## src/rtl/jedro_1_defines.sv

```systemverilog
// Shared definitions for the jedro_1 core: bus width and memory-arbiter
// state/owner encodings.
package jedro_1_defines;

    localparam int DATA_WIDTH          = 32;
    localparam int ARB_TIMEOUT_DEFAULT = 16;

    localparam logic ARB_OWNER_I = 1'b0;
    localparam logic ARB_OWNER_D = 1'b1;

    typedef enum logic [1:0] {
        IDLE,
        BUSY_I,
        BUSY_D,
        RESP
    } arb_state_t;

endpackage

```

## src/rtl/jedro_1_bus_watchdog.sv

```systemverilog
// Bus watchdog: counts stalled strobe cycles and flags expiry on the last
// allowed cycle so the owner can abort instead of hanging forever.
module jedro_1_bus_watchdog #(
    parameter int TIMEOUT_CYCLES = 16
) (
    input  logic clk_i,
    input  logic rst_i,
    input  logic clear_i,
    input  logic enable_i,
    output logic expired_o
);

    localparam int CW = (TIMEOUT_CYCLES > 1) ? $clog2(TIMEOUT_CYCLES) : 1;
    localparam logic [CW-1:0] LIMIT = (TIMEOUT_CYCLES > 0) ? CW'(TIMEOUT_CYCLES - 1) : '0;

    logic [CW-1:0] r_count;

    always_ff @(posedge clk_i) begin
        if (rst_i || clear_i) begin
            r_count <= '0;
        end else if (enable_i) begin
            r_count <= r_count + 1'b1;
        end
    end

    // Firing on count LIMIT keeps the strobe up for exactly TIMEOUT_CYCLES cycles.
    assign expired_o = (TIMEOUT_CYCLES != 0) && enable_i && (r_count == LIMIT);

endmodule

```

## src/rtl/jedro_1_mem_arbiter.sv

```systemverilog
// Shares one Wishbone-style memory port between instruction fetch and the
// LSU: data has priority, bounded by a streak limit so fetches cannot starve.
module jedro_1_mem_arbiter
    import jedro_1_defines::*;
#(
    parameter int DATA_WIDTH     = jedro_1_defines::DATA_WIDTH,
    parameter int TIMEOUT_CYCLES = ARB_TIMEOUT_DEFAULT,
    parameter int MAX_D_STREAK   = 4
) (
    input  logic                  clk_i,
    input  logic                  rst_i,

    input  logic                  instr_req_i,
    input  logic [DATA_WIDTH-1:0] instr_addr_i,
    output logic                  instr_gnt_o,
    output logic                  instr_rvalid_o,
    output logic [DATA_WIDTH-1:0] instr_rdata_o,
    output logic                  instr_err_o,

    input  logic                  data_stb_i,
    input  logic [3:0]            data_we_i,
    input  logic [DATA_WIDTH-1:0] data_addr_i,
    input  logic [DATA_WIDTH-1:0] data_wdata_i,
    output logic [DATA_WIDTH-1:0] data_rdata_o,
    output logic                  data_ack_o,
    output logic                  data_err_o,

    output logic                  mem_stb_o,
    output logic [3:0]            mem_we_o,
    output logic [DATA_WIDTH-1:0] mem_addr_o,
    output logic [DATA_WIDTH-1:0] mem_wdata_o,
    input  logic [DATA_WIDTH-1:0] mem_rdata_i,
    input  logic                  mem_ack_i,
    input  logic                  mem_err_i
);

    localparam int SW = (MAX_D_STREAK > 0) ? $clog2(MAX_D_STREAK + 1) : 1;
    localparam logic [SW-1:0] STREAK_MAX = SW'(MAX_D_STREAK);

    arb_state_t            r_state;
    arb_state_t            w_next_state;
    logic                  r_owner;
    logic [DATA_WIDTH-1:0] r_addr;
    logic [DATA_WIDTH-1:0] r_wdata;
    logic [3:0]            r_we;
    logic [DATA_WIDTH-1:0] r_instr_rdata;
    logic [DATA_WIDTH-1:0] r_data_rdata;
    logic                  r_err;
    logic [SW-1:0]         r_d_streak;

    logic w_busy;
    logic w_done;
    logic w_expired;
    logic w_grant_i;
    logic w_grant_d;

    assign w_busy = (r_state == BUSY_I) || (r_state == BUSY_D);
    assign w_done = w_busy && (mem_ack_i || mem_err_i);

    jedro_1_bus_watchdog #(
        .TIMEOUT_CYCLES(TIMEOUT_CYCLES)
    ) u_watchdog (
        .clk_i    (clk_i),
        .rst_i    (rst_i),
        .clear_i  (!w_busy),
        .enable_i (w_busy && !(mem_ack_i || mem_err_i)),
        .expired_o(w_expired)
    );

    always_comb begin
        w_next_state = r_state;
        w_grant_i    = 1'b0;
        w_grant_d    = 1'b0;
        case (r_state)
            IDLE: begin
                if (data_stb_i && !(instr_req_i && (r_d_streak == STREAK_MAX))) begin
                    w_grant_d    = 1'b1;
                    w_next_state = BUSY_D;
                end else if (instr_req_i) begin
                    w_grant_i    = 1'b1;
                    w_next_state = BUSY_I;
                end
            end
            BUSY_I, BUSY_D: begin
                if (w_done || w_expired) begin
                    w_next_state = RESP;
                end
            end
            RESP:    w_next_state = IDLE;
            default: w_next_state = IDLE;
        endcase
    end

    always_ff @(posedge clk_i) begin
        if (rst_i) begin
            r_state       <= IDLE;
            r_owner       <= ARB_OWNER_I;
            r_addr        <= '0;
            r_wdata       <= '0;
            r_we          <= '0;
            r_instr_rdata <= '0;
            r_data_rdata  <= '0;
            r_err         <= 1'b0;
            r_d_streak    <= '0;
        end else begin
            r_state <= w_next_state;
            if (w_grant_i) begin
                r_owner    <= ARB_OWNER_I;
                r_addr     <= instr_addr_i;
                r_we       <= '0;
                r_wdata    <= '0;
                r_d_streak <= '0;
            end
            if (w_grant_d) begin
                r_owner <= ARB_OWNER_D;
                r_addr  <= data_addr_i;
                r_we    <= data_we_i;
                r_wdata <= data_wdata_i;
                // The streak only matters while a fetch is actually waiting.
                if (!instr_req_i) begin
                    r_d_streak <= '0;
                end else if (r_d_streak != STREAK_MAX) begin
                    r_d_streak <= r_d_streak + 1'b1;
                end
            end
            if (w_done) begin
                r_err <= mem_err_i;
                if (r_owner == ARB_OWNER_I) r_instr_rdata <= mem_rdata_i;
                else                        r_data_rdata  <= mem_rdata_i;
            end else if (w_expired) begin
                r_err <= 1'b1;
                if (r_owner == ARB_OWNER_I) r_instr_rdata <= '0;
                else                        r_data_rdata  <= '0;
            end
        end
    end

    assign instr_gnt_o    = w_grant_i;
    assign instr_rvalid_o = (r_state == RESP) && (r_owner == ARB_OWNER_I);
    assign instr_err_o    = instr_rvalid_o && r_err;
    assign instr_rdata_o  = r_instr_rdata;

    assign data_ack_o     = (r_state == RESP) && (r_owner == ARB_OWNER_D) && !r_err;
    assign data_err_o     = (r_state == RESP) && (r_owner == ARB_OWNER_D) && r_err;
    assign data_rdata_o   = r_data_rdata;

    assign mem_stb_o      = w_busy;
    assign mem_we_o       = r_we;
    assign mem_addr_o     = r_addr;
    assign mem_wdata_o    = r_wdata;

endmodule

```

## config.mk

```make
export PLATFORM = sky130hd
export DESIGN_NAME = jedro_1_mem_arbiter
export DESIGN_NICKNAME = d
export VERILOG_FILES = /design/src/rtl/jedro_1_defines.sv /design/src/rtl/jedro_1_bus_watchdog.sv /design/src/rtl/jedro_1_mem_arbiter.sv
export SDC_FILE = /design/constraint.sdc
export NUM_CORES = 1
export LEC_CHECK = 0
export ABC_CLOCK_PERIOD_IN_PS = 1800
export BUFFER_PORTS_ARGS = -buffer_cell sky130_fd_sc_hd__buf_2
export CAP_MARGIN = 20
export CORE_ASPECT_RATIO = 0.5
export CORE_MARGIN = 8
export CORE_UTILIZATION = 46
export CTS_CLUSTER_DIAMETER = 150
export CTS_CLUSTER_SIZE = 16
export DETAILED_ROUTE_END_ITERATION = 8
export PLACE_DENSITY = 0.88
export SLEW_MARGIN = 15
export SYNTH_ARGS = -nofsm -noshare
export SYNTH_HDL_FRONTEND = slang
export SYNTH_SLANG_ARGS = --single-unit
```

## constraint.sdc

```tcl
create_clock -name clk_i -period 1.8 [get_ports clk_i]
set_clock_uncertainty 0.1 [all_clocks]
set_input_delay 0.36 -clock clk_i [delete_from_list [all_inputs] [get_ports clk_i]]
set_output_delay 0.36 -clock clk_i [all_outputs]
set_load 0.05 [all_outputs]
```

==> results.txt, run 1 <==
Status - finished with violations
Failing checks - setup timing
# fillers - 1009
Die X - 174.3 um
Min Tclk post-route - 1840 ps
Clock tree buffer depth - 2
Share of synthesized registers carrying an async set or reset - 0
Area added between synthesis and finish - 39.73%
RSZ-0062 raised after global routing - true
Die height - 95.17 um
Initial Util - 0.4634
Crit. Startpoint - r_state[0]$_SDFFE_PP0P_
Hold_ws - 115.5 ps
Period utilization - 1.022
Port buffer count - 275
Via/cell ratio - 5.585
Finished Cell Area - 0.008058 mm^2
Total power - 0.01479 W
YS warnings - 0
Slew Limit Fails - 0
Final antenna-violating net count - 0
Row Count - 29
Register area share after synthesis - 0.4964
Final setup viols - 3
Leakage - 3.535 nW
Grt ovf - 0
Post-synth cell types - 40
Max Cap Viol - 0
Post-route setup TNS - -94.17 ps
Top_reg_cell synth - dfxtp_1
Avg Inst Size Synth - 8.493 um^2
Worst path cell trace - ha_4, nor2b_4, and2_4, buf_8
Num ports - 276
Clk_lat worst skew - 400 ps
Relative slew slack - 0.6602
Wire per inst - 17.62 um
Most frequent cell after synthesis - dfxtp_1
Worst hold path class - in -> reg
Worst setup SP type - flop
DP HPWL - 13.56 mm
CTS tree - done
Seq cells post-synth - 143
Gpl congestion - 0.8307
Cells on worst reg2reg path - 7
CP max FO - 3
EDFF count, synth - 0
NumNets Final - 1073
Worst endpoint required time - 1340 ps
R2r endpoint - mem_addr_o[1]$_SDFFE_PP0P_
Root buffer cell - clkbuf_16
Critical path class - reg -> out
Setup WS pre-CTS - 48.55 ps
DP Area - 0.007356 mm^2
Worst r2r src - r_state[0]$_SDFFE_PP0P_
TritonCTS Sinks - 143
CP Data Arrival Time - 1380 ps
Routed via count - 6210
Initial antenna violation count - 0
CP peak stage delay - 370 ps
Area contributors post-synth - dfxtp_1 50%, o21ai_0 7.8%, a21oi_1 5.9%
Peak Freq - 0.5435 GHz
Cell area after synthesis - 0.005767 mm^2
Drt pass-1 iters - 5
Reg clk slew, reported paths - 60 ps
Mapped Nets - 822
CTS buffer count - 17
Fin. Hold Viols - 0
Detailed Route WL - 19.60 mm
H-tree levels - 4
Cts hold-fix bufs - 0
First-pass GRT wire length - 30.50 mm
Final worst slack - -40.08 ps
Die area - 0.01659 mm^2
Tightest Pin Transition - 509.7 ps
Drt initial violations - 532
Layout cells sized above 1 - 0.3896
Top cell type's share of synthesized area - 0.4964
Crit end category - output port
Post-synthesis instance total - 679
Worst IR Drop VDD - 0.8227 mV
Tot GR Track Use - 0.2191
Post-synth top cells - 143 x dfxtp_1, 90 x o21ai_0, 84 x nor2_1
Slowest cell on crit path - dfxtp_4
DRC - 0
Vias in the first global route - 6134
Critical path endpoint - instr_err_o
Pwr per Cell Area - 1836 mW/mm^2
Leading area contributor after synthesis - dfxtp_1
R2r setup slk - 60 ps
Number of diodes - 0
Core area - 0.01245 mm^2
Largest net degree at the start of global routing - 51
-- flip-flops by register name (all words and copies together), names as in the netlist --
register	flops
mem_addr_o	32
r_owner	1
r_state	2
mem_we_o	4
u_watchdog.r_count	4
r_d_streak	3
r_err	1
data_rdata_o	32
instr_rdata_o	32
mem_wdata_o	32
-- routing by layer --
| metal | share of wire | up-vias | GRT usage |
|---|---|---|---|
| met5 | 0 | - | 0 |
| met4 | 0.028 | 0 | 0.09753 |
| met3 | 0.055 | 42 | 0.04387 |
| met2 | 0.52 | 274 | 0.3996 |
| met1 | 0.39 | 2918 | 0.2508 |
| li1 | - | 2976 | - |
-- kinds of logic (layout without fill, tap and decap cells) --
| kind of cell | count (synthesis) | in the layout | synth area share |
|---|---|---|---|
| flops | 143 | 143 | 0.4964 |
| xor+xnor | 2 | 2 | 0.003038 |
| mux | 1 | 1 | 0.001736 |
| buf+inv | 82 | 345 | 0.06357 |
| simple gates | 205 | 205 | 0.1616 |
| fa+ha+maj | 5 | 5 | 0.01085 |
| compound gates | 241 | 241 | 0.2627 |
-- through the flow --
step	util	instances
after global placement	0.5910	1076
final	0.6474	1112
after detailed placement	0.5910	1076
after global routing	0.6474	1112
after CTS	0.6447	1110
after floorplan	-	679
-- report_power, final --
part           internal [W]  switching, W
registers           0.00394      0.000435
logic               0.00198       0.00508
clock network       0.00198       0.00137
total               0.00790       0.00689
-- cell usage in the layout (no fill, tap or decap), drive strengths merged, types with 2 or more instances in the layout --
cell type and n:
and3 2, a32oi 37, inv 9, clkinv 4, o21a 3, a2111oi 7
a211oi 25, nand2b 2, nor2b 3, nand2 9, nor3 32, a31oi 2
dfxtp 143, a21oi 68, nand3 67, nor2 84, a311oi 3, o21ai 91
and2 2, clkbuf 20, buf 306, ha 5, a221oi 2, clkinvlp 5
-- cell type report --
type | instances | area, um^2 | area share
timing repair buffer | 307 | 1747 | 0.2168
sequential | 143 | 2874 | 0.3567
clock buffer | 19 | 452.9 | 0.05621
inverter | 7 | 26.28 | 0.003261
multi-input combinational | 454 | 2633 | 0.3267
tap | 170 | 212.7 | 0.02640
clock inverter | 12 | 112.6 | 0.01398
-- worst max-delay path: cells and delay by family (launching register included) --
| kind | cells | cell delay, ps |
|---|---|---|
| flip-flops | 1 | 370 |
| AND/OR/NAND/NOR | 2 | 300 |
| buffers and inverters | 1 | 140 |
| adder cells (fa/ha/maj) | 1 | 160 |
-- repair_timing --
item                       in CTS  in global routing
setup endpoints to repair       6                 84
pin swaps                       4                  2
resized for setup              28                  7
cloned                          0                  0
setup buffers                   3                  2
-- worst min-delay path by stage --
stage	end	slack [ps]	start	cells after the start
detailed placement	data_rdata_o[19]$_SDFFE_PP0P_	360	data_rdata_o[19]$_SDFFE_PP0P_	2
global placement	data_rdata_o[1]$_SDFFE_PP0P_	360	data_rdata_o[1]$_SDFFE_PP0P_	2
finish	mem_wdata_o[26]$_SDFFE_PP0P_	120	data_wdata_i[26]	3
global route	mem_wdata_o[20]$_SDFFE_PP0P_	100	data_wdata_i[20]	3
floorplan	u_watchdog.r_count[3]$_SDFFE_PP0P_	370	u_watchdog.r_count[3]$_SDFFE_PP0P_	2
CTS	mem_wdata_o[20]$_SDFFE_PP0P_	100	data_wdata_i[20]	3
Power figures use the tool's default switching activity.
==> inputs of run 2 (changes only) <==
PLACE_DENSITY = not set   (was 0.88)
PLACE_DENSITY_LB_ADDON = 0.15   (was not set)
==> run 2 against run 1 <==
The flow still finishes with violations (setup timing). Sequential power decreased by 0.9%. Register-to-register slack got worse by 20 ps. Critical path depth increased by 1. Combinational power rose by 2%. Clock-buffer cell count down 2. Via count shrank 0.16%. First-iteration DRC count shrank 7.3%. Fmax rose by 1.6%.
==> results.txt, run 2 (same netlist as run 1, synthesis figures left out) <==
NumNets Final - 1076 (was 1073)
DRC - 0 (unchanged)
Slowest cell on crit path - dfxtp_4 (unchanged)
Clk_lat worst skew - 410 ps (was 400 ps)
Failing checks - setup timing (unchanged)
DP HPWL - 13.40 mm (was 13.56 mm)
Min Tclk post-route - 1812 ps (was 1840 ps)
Worst endpoint required time - 1340 ps (about the same)
Peak Freq - 0.5520 GHz (was 0.5435 GHz)
Worst path cell trace - inv_4, ha_4, nand2_2, a21oi_2, buf_6 (was ha_4, nor2b_4, and2_4, buf_8)
Core area - 0.01245 mm^2 (unchanged)
Cts hold-fix bufs - 0 (unchanged)
Row Count - 29 (unchanged)
Combinational power share - 0.472 (was 0.478)
Worst IR Drop VDD - 0.8742 mV (was 0.8227 mV)
Grt ovf - 0 (unchanged)
Hold path start - mem_rdata_i[10] (was data_wdata_i[26])
Die area - 0.01659 mm^2 (unchanged)
Number of diodes - 0 (unchanged)
Worst setup SP type - flop (unchanged)
Pwr per Cell Area - 1868 mW/mm^2 (was 1836 mW/mm^2)
CP Data Arrival Time - 1350 ps (was 1380 ps)
Critical path class - reg -> out (unchanged)
Port buffer count - 275 (unchanged)
Wire per inst - 17.64 um (was 17.62 um)
Final antenna-violating net count - 0 (unchanged)
Routed via count - 6200 (was 6210)
Clock tree buffer depth - 2 (unchanged)
Vias in the first global route - 6248 (was 6134)
Reg clk slew, reported paths - 60 ps (about the same)
CTS buffer count - 17 (unchanged)
TritonCTS Sinks - 143 (unchanged)
Die height - 95.17 um (unchanged)
Hold Path Sink - instr_rdata_o[10]$_SDFFE_PP0P_ (was mem_wdata_o[26]$_SDFFE_PP0P_)
Slew Limit Fails - 0 (unchanged)
Initial Util - 0.4634 (unchanged)
Area added between synthesis and finish - 42.40% (was 39.73%)
Num ports - 276 (unchanged)
Tightest Pin Transition - 391.9 ps (was 509.7 ps)
Status - finished with violations (unchanged)
R2r setup slk - 40 ps (was 60 ps)
Final worst slack - -11.72 ps (was -40.08 ps)
Tot GR Track Use - 0.2279 (was 0.2191)
Finished Cell Area - 0.008212 mm^2 (was 0.008058 mm^2)
RSZ-0062 raised after global routing - true (unchanged)
P_sw - 0.006990 W (was 0.006893 W)
Cells on worst reg2reg path - 5 (was 7)
Leakage - 3.591 nW (was 3.535 nW)
CTS tree - done (unchanged)
Detailed Route WL - 19.67 mm (was 19.60 mm)
Worst hold path class - in -> reg (unchanged)
Hold Crit Depth - 3 (unchanged)
Clk pwr share - 0.246 (was 0.227)
Initial antenna violation count - 1 (was 0)
First-pass GRT wire length - 31.46 mm (was 30.50 mm)
DP Area - 0.007391 mm^2 (was 0.007356 mm^2)
Gpl congestion - 0.7897 (was 0.8307)
Die X - 174.3 um (unchanged)
Total power - 0.01534 W (was 0.01479 W)
H-tree levels - 4 (unchanged)
Sw Ratio - 0.4556 (was 0.4660)
CP peak stage delay - 360 ps (was 370 ps)
Final setup viols - 2 (was 3)
Worst r2r src - u_watchdog.r_count[0]$_SDFFE_PP0P_ (was r_state[0]$_SDFFE_PP0P_)
Period utilization - 1.007 (was 1.022)
Sequential power share - 0.282 (was 0.296)
R2r endpoint - instr_rdata_o[8]$_SDFFE_PP0P_ (was mem_addr_o[1]$_SDFFE_PP0P_)
Crit end category - output port (unchanged)
Drt pass-1 iters - 4 (was 5)
Most frequent cells in the layout - 268 x buf_2, 138 x dfxtp_1, 90 x o21ai_0, 83 x nor2_1 (was 269 x buf_2, 138 x dfxtp_1, 90 x o21ai_0, 83 x nor2_1)
Int Pwr - 0.008351 W (was 0.007898 W)
Root buffer cell - clkbuf_16 (unchanged)
Crit. Startpoint - r_state[1]$_SDFFE_PP0P_ (was r_state[0]$_SDFFE_PP0P_)
Via/cell ratio - 5.561 (was 5.585)
# fillers - 1078 (was 1009)
Fin. Hold Viols - 0 (unchanged)
Drt initial violations - 493 (was 532)
CP max FO - 3 (unchanged)
Largest net degree at the start of global routing - 75 (was 51)
Layout cells sized above 1 - 0.3947 (was 0.3896)
Relative slew slack - 0.7388 (was 0.6602)
Max Cap Viol - 0 (unchanged)
Most common cell after layout, fill and taps aside - buf_2 (unchanged)
[run 2: per-layer routing]
layer  up-vias  track usage  wire length (um)
met4         2      0.07138               225
met3        22      0.07826              1733
met5         -            0                 8
met1      2969       0.2671              7958
li1       2970            -                 -
met2       237       0.3945              9743
[run 2: layout make-up]
class | instances | area [um^2] | area share
Clock buffer | 17 | 425.4 | 0.05181
Clock inverter | 14 | 205.2 | 0.02499
Inverter | 7 | 28.78 | 0.003504
Multi-Input combinational cell | 454 | 2685 | 0.3270
Sequential cell | 143 | 2872 | 0.3497
Tap cell | 170 | 212.7 | 0.02590
Timing Repair Buffer | 310 | 1783 | 0.2171
[run 2: per-stage QoR]
| stage | hold WS, ps | instances | setup TNS, ps | util | setup WS [ps] |
|---|---|---|---|---|---|
| after floorplan | 370.5 | 679 | -150.3 | - | -150.3 |
| after global placement | 356.1 | 1079 | 0 | 0.5938 | 151.4 |
| after detailed placement | 365.8 | 1079 | 0 | 0.5938 | 73.06 |
| after CTS | 86.68 | 1115 | -70.04 | 0.6534 | -30.43 |
| after global routing | 99.36 | 1115 | -2430 | 0.6598 | -87.58 |
| final | 105.6 | 1115 | -16.81 | 0.6598 | -11.72 |
[run 2: power groups by stage]
stage                     combinational [W]  sequential, W  clock, W
after global routing                0.00774        0.00443   0.00398
final                               0.00723        0.00433   0.00377
after detailed placement            0.00693        0.00435         0
after CTS                           0.00713        0.00433   0.00384
after global placement              0.00685        0.00435         0
after floorplan                     0.00260        0.00673         0
[run 2: worst max-delay path by stage]
stage	slack [ps]	cells after the start	end
2_1_floorplan	-150	3	instr_err_o
3_3_place_gp	150	5	data_rdata_o[7]$_SDFFE_PP0P_
3_5_place_dp	70	5	instr_rdata_o[23]$_SDFFE_PP0P_
4_1_cts	-30	4	instr_err_o
5_1_grt	-90	5	instr_rdata_o[5]$_SDFFE_PP0P_
6_report	-10	5	instr_gnt_o
[run 2: critical path, delay by kind of cell (launching register included)]
kind	cells	cell delay, ps
AOI/OAI and AO/OA	1	140
and+or+nand+nor	1	80
adders and majority gates	1	130
buffers and inverters	2	240
DFF	1	360
[run 2: timing repair]
item | 4_1_cts | 5_1_grt
endpoints found under the hold margin | 0 | 0
resized for setup | 26 | 15
setup endpoints to repair | 6 | 91
setup buffers | 5 | 0
pin swaps | 4 | 2
==> inputs of run 3 (changes only) <==
CORE_UTILIZATION = 25   (was 46)
==> run 3 against run 2 <==
The run still ends with setup timing left. Cell count up 13%. First-iteration DRC count up 9.3%. Clock-buffer cell count up 9. Die area up 72%. Combinational power up 7.2%. Sequential cell count unchanged. Sequential share of layout area down 0.93 points. Fmax down 1.5%. Setup slack worse by 28 ps. Global-route usage down 7.8 points. Critical path type unchanged. Largest power group unchanged.
==> results.txt, run 3 (same netlist as run 1, synthesis figures left out) <==
Status - finished with violations (unchanged)
Failing checks - setup timing (unchanged)
Layout cells sized above 1 - 0.3916 (was 0.3947)
Cts hold-fix bufs - 0 (unchanged)
Int Pwr - 0.008173 W (was 0.008351 W)
Slowest cell on crit path - dfxtp_4 (unchanged)
Final setup viols - 2 (unchanged)
Worst endpoint required time - 1340 ps (about the same)
Core area - 0.02274 mm^2 (was 0.01245 mm^2)
Largest net degree at the start of global routing - 83 (was 75)
Area added between synthesis and finish - 46.30% (was 42.40%)
Worst hold path class - in -> reg (unchanged)
Grt ovf - 0 (unchanged)
Relative slew slack - 0.7396 (was 0.7388)
CP Data Arrival Time - 1380 ps (was 1350 ps)
CTS buffer count - 17 (unchanged)
CP peak stage delay - 360 ps (about the same)
Clock tree buffer depth - 2 (unchanged)
Row Count - 39 (was 29)
Pwr per Cell Area - 1820 mW/mm^2 (was 1868 mW/mm^2)
H-tree levels - 4 (unchanged)
Sw Ratio - 0.4677 (was 0.4556)
Hold_ws - 84.06 ps (was 105.6 ps)
Period utilization - 1.022 (was 1.007)
Combinational power share - 0.505 (was 0.472)
First-pass GRT wire length - 33.80 mm (was 31.46 mm)
Total power - 0.01535 W (was 0.01534 W)
Port buffer count - 275 (unchanged)
CP max FO - 3 (unchanged)
Most common cell after layout, fill and taps aside - buf_2 (unchanged)
DP HPWL - 15.47 mm (was 13.40 mm)
Initial Util - 0.2536 (was 0.4634)
Final antenna-violating net count - 0 (unchanged)
Dpl cells - 1216 (was 1079)
Die X - 230.8 um (was 174.3 um)
Tot GR Track Use - 0.1495 (was 0.2279)
Finished Cell Area - 0.008437 mm^2 (was 0.008212 mm^2)
Crit-path leading delay family - flip-flops (unchanged)
Root buffer cell - clkbuf_16 (unchanged)
Most frequent cells in the layout - 268 x buf_2, 138 x dfxtp_1, 85 x o21ai_0, 83 x nor2_1 (was 268 x buf_2, 138 x dfxtp_1, 90 x o21ai_0, 83 x nor2_1)
Max Cap Viol - 0 (unchanged)
Detailed Route WL - 23.25 mm (was 19.67 mm)
Worst IR Drop VDD - 0.6847 mV (was 0.8742 mV)
Min Tclk post-route - 1840 ps (was 1812 ps)
Leakage - 3.634 nW (was 3.591 nW)
WP buf/inv - 1 (was 2)
Routed via count - 6162 (was 6200)
Wire per inst - 18.48 um (was 17.64 um)
Slew Limit Fails - 0 (unchanged)
Initial antenna violation count - 1 (unchanged)
Crit end category - output port (unchanged)
NumNets Final - 1080 (was 1076)
Vias in the first global route - 5951 (was 6248)
Clk pwr share - 0.213 (was 0.246)
Via/cell ratio - 4.898 (was 5.561)
TritonCTS Sinks - 143 (unchanged)
P_sw - 0.007180 W (was 0.006990 W)
Worst setup SP type - flop (unchanged)
Drt pass-1 iters - 4 (unchanged)
Non-Filler Instances - 1258 (was 1115)
RSZ-0062 raised after global routing - true (unchanged)
DRC - 0 (unchanged)
Reg clk slew, reported paths - 60 ps (about the same)
CTS tree - done (unchanged)
Critical path class - reg -> out (unchanged)
Peak Freq - 0.5435 GHz (was 0.5520 GHz)
Num ports - 276 (unchanged)
Drt initial violations - 539 (was 493)
Die area - 0.02848 mm^2 (was 0.01659 mm^2)
Final worst slack - -39.82 ps (was -11.72 ps)
Gpl congestion - 0.7603 (was 0.7897)
Die height - 123.4 um (was 95.17 um)
Tightest Pin Transition - 390.7 ps (was 391.9 ps)
Sequential power share - 0.282 (about the same)
Worst path cell trace - ha_4, nor2b_4, and2_4, buf_8 (was inv_4, ha_4, nand2_2, a21oi_2, buf_6)
Post-route setup TNS - -69.64 ps (was -16.81 ps)
DP Area - 0.007587 mm^2 (was 0.007391 mm^2)
Clk_lat worst skew - 430 ps (was 410 ps)
Fin. Hold Viols - 0 (unchanged)
==> run 3: cell count changes in the layout (fill, tap and decap cells not counted), moves of 4 or more <==
cell / change
buf_4: -9
buf_6: +6
clkbuf_1: +5
clkinv_2: +5
o21ai_0: -5
o21ai_1: +5
bufinv_16: -4
clkbuf_16: +4
clkbuf_8: +4
inv_6: -4
==> run 3: path summary, 6_finish.rpt <==
kind / cells past startpoint / slack (ps) / end / start
max: 4 / -40 / instr_err_o / r_state[1]$_SDFFE_PP0P_
min: 3 / 80 / mem_we_o[3]$_SDFFE_PP0P_ / data_we_i[3]
max reg2reg: 7 / 50 / mem_addr_o[31]$_SDFFE_PP0P_ / r_state[0]$_SDFFE_PP0P_
min reg2reg: 2 / 370 / instr_rdata_o[3]$_SDFFE_PP0P_ / instr_rdata_o[3]$_SDFFE_PP0P_
==> run 3: cell type report <==
class                      instances  area [um^2]
fill                            2423        14300
clock inverter                     6        32.53
sequential                       143         2872
clock buffer                      26        499.2
inverter                           7        28.78
tap                              307        384.1
timing repair buffer             314         1951
multi-input combinational        454         2668
antenna                            1        2.502
==> run 3: timing repair <==
action / 4_1_cts / 5_1_grt
gates cloned: 0 / 5
setup buffers: 3 / 1
endpoints found under the setup margin: 9 / 60
gates resized for setup: 30 / 31
pin swaps: 4 / 4
==> run 3: metrics by stage <==
| stage | worst slack [ps] | utilization |
|---|---|---|
| 6_report | -39.82 | 0.3710 |
| 5_1_grt | -105.4 | 0.3710 |
| 4_1_cts | -86.50 | 0.3618 |
| 3_5_place_dp | 18.02 | 0.3337 |
| 3_3_place_gp | 80.70 | 0.3337 |
| 2_1_floorplan | -150.3 | - |
==> run 3: tightest hold or removal path: stages <==
cell	delay [ps]
buf_2	80
a32oi_1	70
nor2_1	70
==> run 3: power groups by stage <==
stage               clock, W  sequential, W  combinational [W]
detailed placement         0        0.00436            0.00714
floorplan                  0        0.00673            0.00260
global route         0.00351        0.00443            0.00824
CTS                  0.00337        0.00433            0.00726
finish               0.00327        0.00434            0.00775
global placement           0        0.00435            0.00714
==> run 3: metal layers <==
layer,routed length (um),vias up,share of wire,global-route usage
met5,0,-,0,0
met4,307,0,0.013,0.04293
met3,1132,21,0.049,0.04879
met2,12030,168,0.52,0.2581
met1,9783,2987,0.42,0.1781
li1,-,2986,-,-
